**src/rtl/serial_demux_deserializer.sv**
```systemverilog
// Bit-serial to word deserializer: each accepted bit lands at position idx of an
// N-bit word, and the word is handed downstream when full or when in_last is seen.
module serial_demux_deserializer #(
  parameter int N  = 6,
  parameter int CW = $clog2(N+1)
) (
  input  logic          clk,
  input  logic          rst,
  input  logic          in_bit,
  input  logic          in_valid,
  input  logic          in_last,
  output logic          in_ready,
  output logic [N-1:0]  out_word,
  output logic [CW-1:0] out_len,
  output logic          out_valid,
  input  logic          out_ready
);

  typedef enum logic {FILL, FULL} state_t;

  state_t        state;
  logic [CW-1:0] idx;
  logic [N-1:0]  word;
  logic [N-1:0]  wr_sel;
  logic          accept;
  logic          done;

  // One-hot decode of idx: the inverse of the selector's tree mux.
  for (genvar i = 0; i < N; i++) begin : g_sel
    assign wr_sel[i] = (idx == CW'(i));
  end

  assign accept   = in_valid && in_ready;
  assign done     = (idx == CW'(N-1)) || in_last;
  assign out_word = word;

  always_ff @(posedge clk) begin
    if (rst) begin
      state     <= FILL;
      idx       <= '0;
      word      <= '0;
      out_len   <= '0;
      in_ready  <= 1'b1;
      out_valid <= 1'b0;
    end else begin
      case (state)
        FILL: begin
          if (accept) begin
            word <= (word & ~wr_sel) | (in_bit ? wr_sel : '0);
            if (done) begin
              state     <= FULL;
              out_len   <= idx + CW'(1);
              idx       <= '0;
              in_ready  <= 1'b0;
              out_valid <= 1'b1;
            end else begin
              idx <= idx + CW'(1);
            end
          end
        end
        FULL: begin
          // Source must hold its bit here; it is taken the first cycle back in FILL.
          if (out_ready) begin
            state     <= FILL;
            word      <= '0;
            out_len   <= '0;
            in_ready  <= 1'b1;
            out_valid <= 1'b0;
          end
        end
        default: begin
          state     <= FILL;
          in_ready  <= 1'b1;
          out_valid <= 1'b0;
        end
      endcase
    end
  end

endmodule

```
**config.mk**
```make
export PLATFORM = sky130hd
export DESIGN_NAME = serial_demux_deserializer
export DESIGN_NICKNAME = d
export VERILOG_FILES = /design/src/rtl/serial_demux_deserializer.sv
export SDC_FILE = /design/constraint.sdc
export NUM_CORES = 1
export LEC_CHECK = 0
export ABC_AREA = 1
export BUFFER_PORTS_ARGS = -buffer_cell sky130_fd_sc_hd__buf_2
export CORE_MARGIN = 5
export CORE_UTILIZATION = 54
export DETAILED_ROUTE_END_ITERATION = 10
export GPL_TIMING_DRIVEN = 0
export PLACE_DENSITY = 0.8
export SKIP_LAST_GASP = 1
export SYNTH_ARGS = -nofsm -noshare
export SYNTH_HDL_FRONTEND = slang
export SYNTH_SLANG_ARGS = --single-unit
```
**constraint.sdc**
```tcl
create_clock -name clk -period 2.5 [get_ports clk]
set_input_delay 0.5 -clock clk [delete_from_list [all_inputs] [get_ports clk]]
set_output_delay 0.5 -clock clk [all_outputs]
set_load 0.005 [all_outputs]
```
-- Word level (Yosys, flattened, before mapping)
Cells that the tools add are included.
- add/subtract/negate cells: 1
- equal/unequal tests: 8
- multiplexer cells: 21
- bitwise gates (word level): 4
- reductions and logical operators: 6
- operators by type and width (cell ; count):
    $mux 6 ; 3
    $mux 3 ; 4
    $pmux 6 s2 ; 1
    $mux 1 ; 9
    $and 6x6->6 ; 1
    $eq 3x2->1 const B ; 2
    $eq 3x3->1 const B ; 2
    $ne 2x2->1 const B ; 3
    $not 6->6 ; 1
    $or 6x6->6 ; 1
    $pmux 1 s2 ; 3
    $pmux 3 s2 ; 1
    $reduce_and 2->1 ; 2
    $add 3x1->3 const B ; 1
    $eq 3x1->1 const B ; 1
    $logic_not 3->1 ; 1
    $reduce_and 3->1 ; 1
    $logic_and 1x1->1 ; 1
    $logic_or 1x1->1 ; 1
    $not 1->1 ; 1
- flip-flop bits (word level): 15
- input port bits: 6
- output and inout port bits: 11
- word-level logic and storage cells: 46

-- Depth between registers and ports, before layout
Gate-level depths: netlist of run 1.
- word-level depth: 6
- gate-level depth with buffers: 7
- depth with buffers taken out: 7

-- Worst setup path after synthesis of run 1
No wires, ideal clock.
- path type: register to register
- start point: register idx[1]
- end point: register idx[1]
- setup time: 0.070 ns
- arrival: 1.101 ns
- slack: 1.329 ns
- cell stages (with the launch flop): 8
- buffers on the path: 0
- clock period less this slack: 1.171 ns
- cell sequence: dfxtp_1 inv_1 ha_1 nand2_1 nand2_2 nor2_2 nand2_1 a21oi_1
- longest elaborated chain between the ends: 3
- elaborated cells on any way between the ends: 4
- those cells by class: 1 x add/sub; 1 x eq/ne; 1 x mux; 1 x reduce/logical
- RTL lines (item ; RTL line ; source):
    start, declared ; 22 ; logic [CW-1:0] idx;
    start signal, assigned ; 57 ; idx <= idx + CW'(1);
    parallel branches: the longest is 2 deep, another holds $add 3x1->3 ; n/a ;
    $mux 3 (*) ; 50 ; if (done) begin
Every way passes the cells marked *.
A chain may end at the register's enable or synchronous reset.

-- Final worst setup path of run 1
Same ends and word-level chain as after synthesis.

==> summary.txt, run 1 <==
Synth
  – Register area share after synthesis: around 40%
  – Warning count from the yosys run: 0
  – Flops & latches, synth: 15
  – Distinct cell type count after synthesis: 16
  – Cells after Synth: 105
  – Mapped Nets: around 120
  – Post-Syn Area per Cell: 7.13 µm²
  – Share of the synthesized area in the top cell type: between 40% and 50%
  – Area leader, netlist: dfxtp_1
  – Synth top area cells: dfxtp_1 (40%), nand2_1 (15%), a21oi_1 (9.4%)
  – Post-Syn Area: ~750 µm²

Floorplan
  – Die width: approximately 47 µm
  – Die Ht: approximately 47 µm
  – Num ports: 17
  – Core area: 1300 µm²
  – Initial Utilization: between 50% and 60%
  – Die area: roughly 2200 µm²
  – Std-Cell Rows: 13

Setup path
  – Crit path top cell by count: nand2_1
  – Crit path buf inv count: 1
  – Worst r2r dst: idx[1]
  – CP cell instances: inv_1 > ha_1 > nand2_1 > nand2_2 > nor2_2 > nand2_1 > a21oi_1
  – Worst r2r src: idx[1]
  – R2R cell count: 7
  – Worst-path fanout max: 5
  – R2r setup slk: approximately 1.1 ns
  – WP depth: 7
  – Critical path class: reg2reg
  – CP endpoint kind: flip-flop
  – Critical path arrival: approximately 1.6 ns
  – Slowest stage delay, CP: ~0.39 ns
  – Startpoint Class: flip-flop
  – Top delay family on crit path: simple AND/OR/NAND/NOR gates
  – CP max-delay cell: dfxtp_1
  – Worst Path Required: between 2 and 3 ns

Power and ir drop
  – VDD IR-drop max: about 310 µV
  – Power Dens Cells: around 530 nW/µm²
  – Leakage: roughly 0.00042 µW

Placement
  – Placed cell areas: 847 µm²
  – IO Port Bufs: 16
  – DP Wirelength: 1140 µm
  – Placement Setup Slack: 1.16 ns
  – Routability cong.: about 0.89
  – Placed Cells: between 100 and 150

GRT
  – Initial antenna violation count: 0
  – Congestion Overflow GR: 0
  – Largest net degree at the start of global routing: 11
  – GR Util All Layers: 16.9%
  – Global-route wire length before repair: between 2000 and 3000 µm
  – Vias in the first global route: around 590

Cells and area
  – Share of layout cells above drive strength 1: between 20% and 30%
  – Filler cells: 123
  – Final Cell Area: a little under 900 µm²
  – Area of the multi-input gates: roughly 370 µm²
  – Utilization after layout: around two thirds
  – Final non-filler cell total: 140
  – Area delta synth->final: 16.9%
  – Most frequent cells in the layout: nand2_1 (30), buf_2 (16), inv_1 (15), dfxtp_1 (15), a21oi_1 (14)
  – Register area: between 300 and 400 µm²
  – # diodes: 0
  – Most common cell after layout, fill and taps aside: nand2_1
  – Final #Nets: 137

CTS
  – # H-tree levels: 1
  – Clock root cell: clkbuf_4
  – Clk buf depth: 2
  – Number of setup buffers added after CTS: 0
  – Post-cts resize count: 0
  – Clock buffer count from CTS: 3
  – Clock latency at the later pin of the worst-skew pair: 0.28 ns
  – TritonCTS clock tree: yes
  – CTS sink cnt: 15
  – Hold_buf cts: 0
  – Clock transition at path regs: ~0.10 ns

Timing
  – Fin crit share: 54.4%
  – Final setup fails: 0
  – Final Skew: around 0.0079 ns
  – Fin. max-slew vios: 0
  – Slew HR: between 70% and 80%
  – Fmax: 0.735 GHz
  – Unrepaired setup endpoints after global routing: false
  – PnR worst setup slack: approximately 1.1 ns
  – Tightest Pin Transition: between 0.4 and 0.5 ns
  – Fin. Hold Viols: 0
  – Tmin final: between 1 and 1.5 ns
  – Setup TNS: 0 ns

Min path
  – Min-delay src: rst
  – Hold path depth: 2
  – Hold path endpoint: state
  – Hold Crit Class: in2reg

Routing
  – Drt pass-1 iters: 4
  – Final WL: 1500 µm
  – Vias per inst: 4.81
  – Routed vias: slightly below 700
  – DRT iter0 DRCs: 13
  – Routed WL per cell: about 11 µm
  – Detail Route Antenna Nets: 0
  – DRC Markers: 0

Job
  – Max cap viols: 0

Status
  – Status: complete, no violations
-- cells by family after synthesis --
kind of cell    synth area share, %
compound gates                 12.4
fa+ha+maj                      8.36
buf+inv                        10.0
flops                          40.1
simple gates                   29.1
-- report_power, final --
group	leakage, µW	total, µW	switching (µW)	internal (µW)
registers	0.000122	255	7.14	248
logic	0.000278	70.0	42.7	27.4
clock network	0.0000177	139	80.1	59.3
-- per-layer routing --
layer  share of wire [%]  up-vias  wire [µm]  track usage, %
met5                   0        -          0               0
met4                0.87        0         13            6.63
met3                 3.9        2         59            3.45
met2                  46       12        696            25.4
met1                  49      289        727            23.4
li1                    -      371          -               -
-- worst max path at each step --
stage / slack (ns) / to / start
finish: 1.14 / idx[1] / idx[1]
global route: 0.96 / idx[1] / idx[1]
CTS: 1.14 / idx[1] / idx[1]
detailed placement: 1.16 / idx[1] / idx[1]
global placement: 1.20 / out_word[4] / in_valid
floorplan: 1.33 / idx[1] / idx[1]
-- sequential cells by signal, indices dropped and copies added, names as in the netlist --
name / flops
idx: 3
in_ready: 1
out_len: 3
out_valid: 1
out_word: 6
state: 1
-- synthesized netlist by cell type --
| master | count |
|---|---|
| clkbuf_1 | 1 |
| nand3b_1 | 1 |
| o211ai_1 | 1 |
| inv_1 | 15 |
| nand2_2 | 1 |
| nand2_1 | 30 |
| buf_6 | 1 |
| nor2_4 | 1 |
| dfxtp_1 | 15 |
| inv_2 | 1 |
| a21oi_1 | 14 |
| o21ai_0 | 3 |
| nand3_1 | 12 |
| ha_1 | 5 |
| nor2_2 | 2 |
| nor2_1 | 2 |
-- worst reg2reg max path, delay by kind of cell, from the launching register on --
| kind | cells | cell delay (ns) |
|---|---|---|
| and+or+nand+nor | 4 | 0.49 |
| DFF | 1 | 0.39 |
| adders and majority gates | 1 | 0.21 |
| AOI/OAI and AO/OA | 1 | 0.11 |
| buffers and inverters | 1 | 0.08 |
-- stage by stage --
step / hold WS [ns] / power, µW
floorplan: 0.451 / 308
finish: 0.420 / 465
CTS: 0.411 / 471
detailed placement: 0.454 / 330
global placement: 0.447 / 329
global route: 0.417 / 494
-- area by class of cell --
type | count | area share (%)
inverter | 16 | 6.87
timing repair buffer | 16 | 9.16
clock inverter | 1 | 0.572
buffer | 2 | 1.72
sequential | 15 | 34.3
multi-input combinational | 72 | 42.6
clock buffer | 3 | 2.58
tap | 15 | 2.15
Power figures use the tool's default switching activity.
==> run 2, diff against run 1 <==
Settings changed: CORE_UTILIZATION 54 to 50, PLACE_DENSITY 0.8 to 0.75.
Clock period 2.5 ns to 1.4 ns, I/O delays scaled along.
==> summary.txt, run 2 (same netlist as run 1, synthesis figures left out) <==
Timing
  – Fin. Hold Viols: 0 (unchanged)
  – Hold_ws: 0.194 ns (-0.227 ns)
  – PnR worst setup slack: 0.157 ns (-0.982 ns)
  – Fmax: 0.805 GHz (+9.5%)
  – Tmin final: 1.24 ns (-0.118 ns)
  – Unrepaired setup endpoints after global routing: false
  – Setup TNS: 0 ns (unchanged)
  – Fin. max-slew vios: 0 (unchanged)
  – Fin crit share: 88.8% (+34 points)
  – Slew HR: 67.9% (-2.4 points)
  – Final setup fails: 0 (unchanged)
  – Final Skew: 0.00486 ns (-0.00305 ns)
  – Tightest Pin Transition: 0.482 ns (+0.0355 ns)

Power and ir drop
  – Int Power: 603 µW (+80%)
  – Power Dens Cells: 947 nW/µm² (+78%)
  – Comb pwr share: 14.9% (-0.2 points)
  – Leakage: 0.000417 µW (-0.30%)
  – P_sw: 229 µW (+76%)
  – Clock power share: 30.3% (+0.3 points)
  – VDD IR-drop max: 575 µV (+84%)
  – Sw Ratio: 27.5% (-0.45 points)
  – Sequential share of power: 54.8% (about the same)

CTS
  – # H-tree levels: 1 (unchanged)
  – Clk buf depth: 2 (unchanged)
  – Clock transition at path regs: 0.09 ns (about the same)
  – TritonCTS clock tree: yes
  – Clock root cell: clkbuf_4
  – Clock latency at the later pin of the worst-skew pair: 0.29 ns (about the same)
  – CTS sink cnt: 15 (unchanged)
  – Clock buffer count from CTS: 3 (unchanged)
  – Number of setup buffers added after CTS: 0 (unchanged)

GRT
  – Largest net degree at the start of global routing: 11 (unchanged)
  – Congestion Overflow GR: 0 (unchanged)
  – Global-route wire length before repair: 2530 µm (-3.2%)
  – GR Util All Layers: 13.1% (-3.8 points)
  – Initial antenna violation count: 0 (unchanged)
  – Vias in the first global route: 638 (+8.3%)

Routing
  – Routed met3 length: 87 µm (+47%)
  – Routed WL per cell: 10.4 µm (-2.9%)
  – Routed vias: 697 (+3.4%)
  – Vias per inst: 4.94 (+2.7%)
  – DRC Markers: 0 (unchanged)
  – Detail Route Antenna Nets: 0 (unchanged)
  – WL met2: 641 µm (-7.9%)
  – Drt pass-1 iters: 4 (unchanged)
  – Final WL: 1460 µm (-2.2%)
  – DRT iter0 DRCs: 9 (-4)
  – Top layer reached by signal wires: met4
  – Met1 WL: 712 µm (-2.1%)

Cells and area
  – Final #Nets: 137 (unchanged)
  – # diodes: 0 (unchanged)
  – Most common cell after layout, fill and taps aside: nand2_1
  – Most frequent cells in the layout: nand2_1 (29), buf_2 (16), inv_1 (15)
  – Share of layout cells above drive strength 1: 21.6% (+0.80 points)
  – Max reg flops: 6 (unchanged)
  – Area delta synth->final: 17.4%
  – Utilization after layout: 60.4% (-6.8 points)
  – Final non-filler cell total: 141 (+0.71%)

Floorplan
  – Initial Utilization: 51.5% (-6.0 points)
  – Die area: 2370 µm² (+6.3%)
  – Core area: 1450 µm² (+12%)
  – Die Ht: 48.7 µm (+3.1%)
  – Die width: 48.7 µm (+3.1%)
  – Num ports: 17 (unchanged)
  – Std-Cell Rows: 14 (+1)

Setup path
  – Top delay family on crit path: flip-flops
  – Critical path class: reg2reg
  – Crit path buf inv count: 2 (+1)
  – Critical path arrival: 1.47 ns (-0.10 ns)
  – CP endpoint kind: flip-flop
  – Startpoint Class: flip-flop
  – Slowest stage delay, CP: 0.42 ns (+0.03 ns)
  – Worst-path fanout max: 7 (+2)
  – CP max-delay cell: dfxtp_1
  – Crit path top cell by count: inv_1
  – CP cell instances: inv_1 > ha_1 > inv_1 > nand3_1 > a21oi_1
  – Worst Path Required: 1.62 ns (-1.09 ns)

Job
  – Max cap viols: 0 (unchanged)

Min path
  – Hold Crit Class: in2reg

Placement
  – Routability cong.: 0.809 (-8.8%)
  – DP Wirelength: 1140 µm (+0.62%)
  – Placed Cells: 137 (+0.74%)
  – IO Port Bufs: 16 (unchanged)
  – Placement Setup Slack: 0.0842 ns (-1.08 ns)

Status
  – Status: complete, no violations
[run 2: changes by cell type in the layout (fill, tap and decap cells not counted), sizes merged]
| cell | previous run | this run |
|---|---|---|
| clkbuf | 4 | 5 |
| clkinv | 1 | 0 |
[run 2: stage by stage]
stage,power [µW],cell area [µm²]
2_1_floorplan,550,748
3_3_place_gp,588,848
3_5_place_dp,591,848
4_1_cts,838,875
5_1_grt,881,878
6_report,832,878
[run 2: path summary, 6_finish.rpt]
kind | from | end | slack (ns) | cells after the start
worst max-delay path | idx[2] | out_len[2] | 0.16 | 5
worst min-delay path | rst | state | 0.19 | 2
worst max register to register | idx[2] | out_len[2] | 0.16 | 5
worst min register to register | out_valid | out_valid | 0.46 | 2
[run 2: what timing repair did]
action	in CTS	in global routing
resized for setup	0	2
hold buffers	0	0
setup endpoints to repair	0	5
[run 2: power groups by stage]
| stage | clock (µW) | combinational, µW | sequential [µW] |
|---|---|---|---|
| floorplan | 0 | 84.5 | 466 |
| global placement | 0 | 123 | 465 |
| detailed placement | 0 | 125 | 466 |
| CTS | 257 | 125 | 456 |
| global route | 281 | 142 | 459 |
| finish | 252 | 124 | 456 |
[run 2: per-layer routing]
layer | GRT usage (%) | up-vias
met2 | 21.1 | 14
li1 | - | 373
met5 | 0 | -
met4 | 5.38 | 0
met1 | 15.9 | 307
met3 | 3.99 | 3
[run 2: area by class of cell]
cell class | count | area (µm²)
buffer | 2 | 15.0
multi-input combinational | 72 | 375
clock buffer | 4 | 26.3
inverter | 16 | 60.1
tap | 16 | 20.0
sequential | 15 | 302
timing repair buffer | 16 | 80.1
fill | 154 | 576
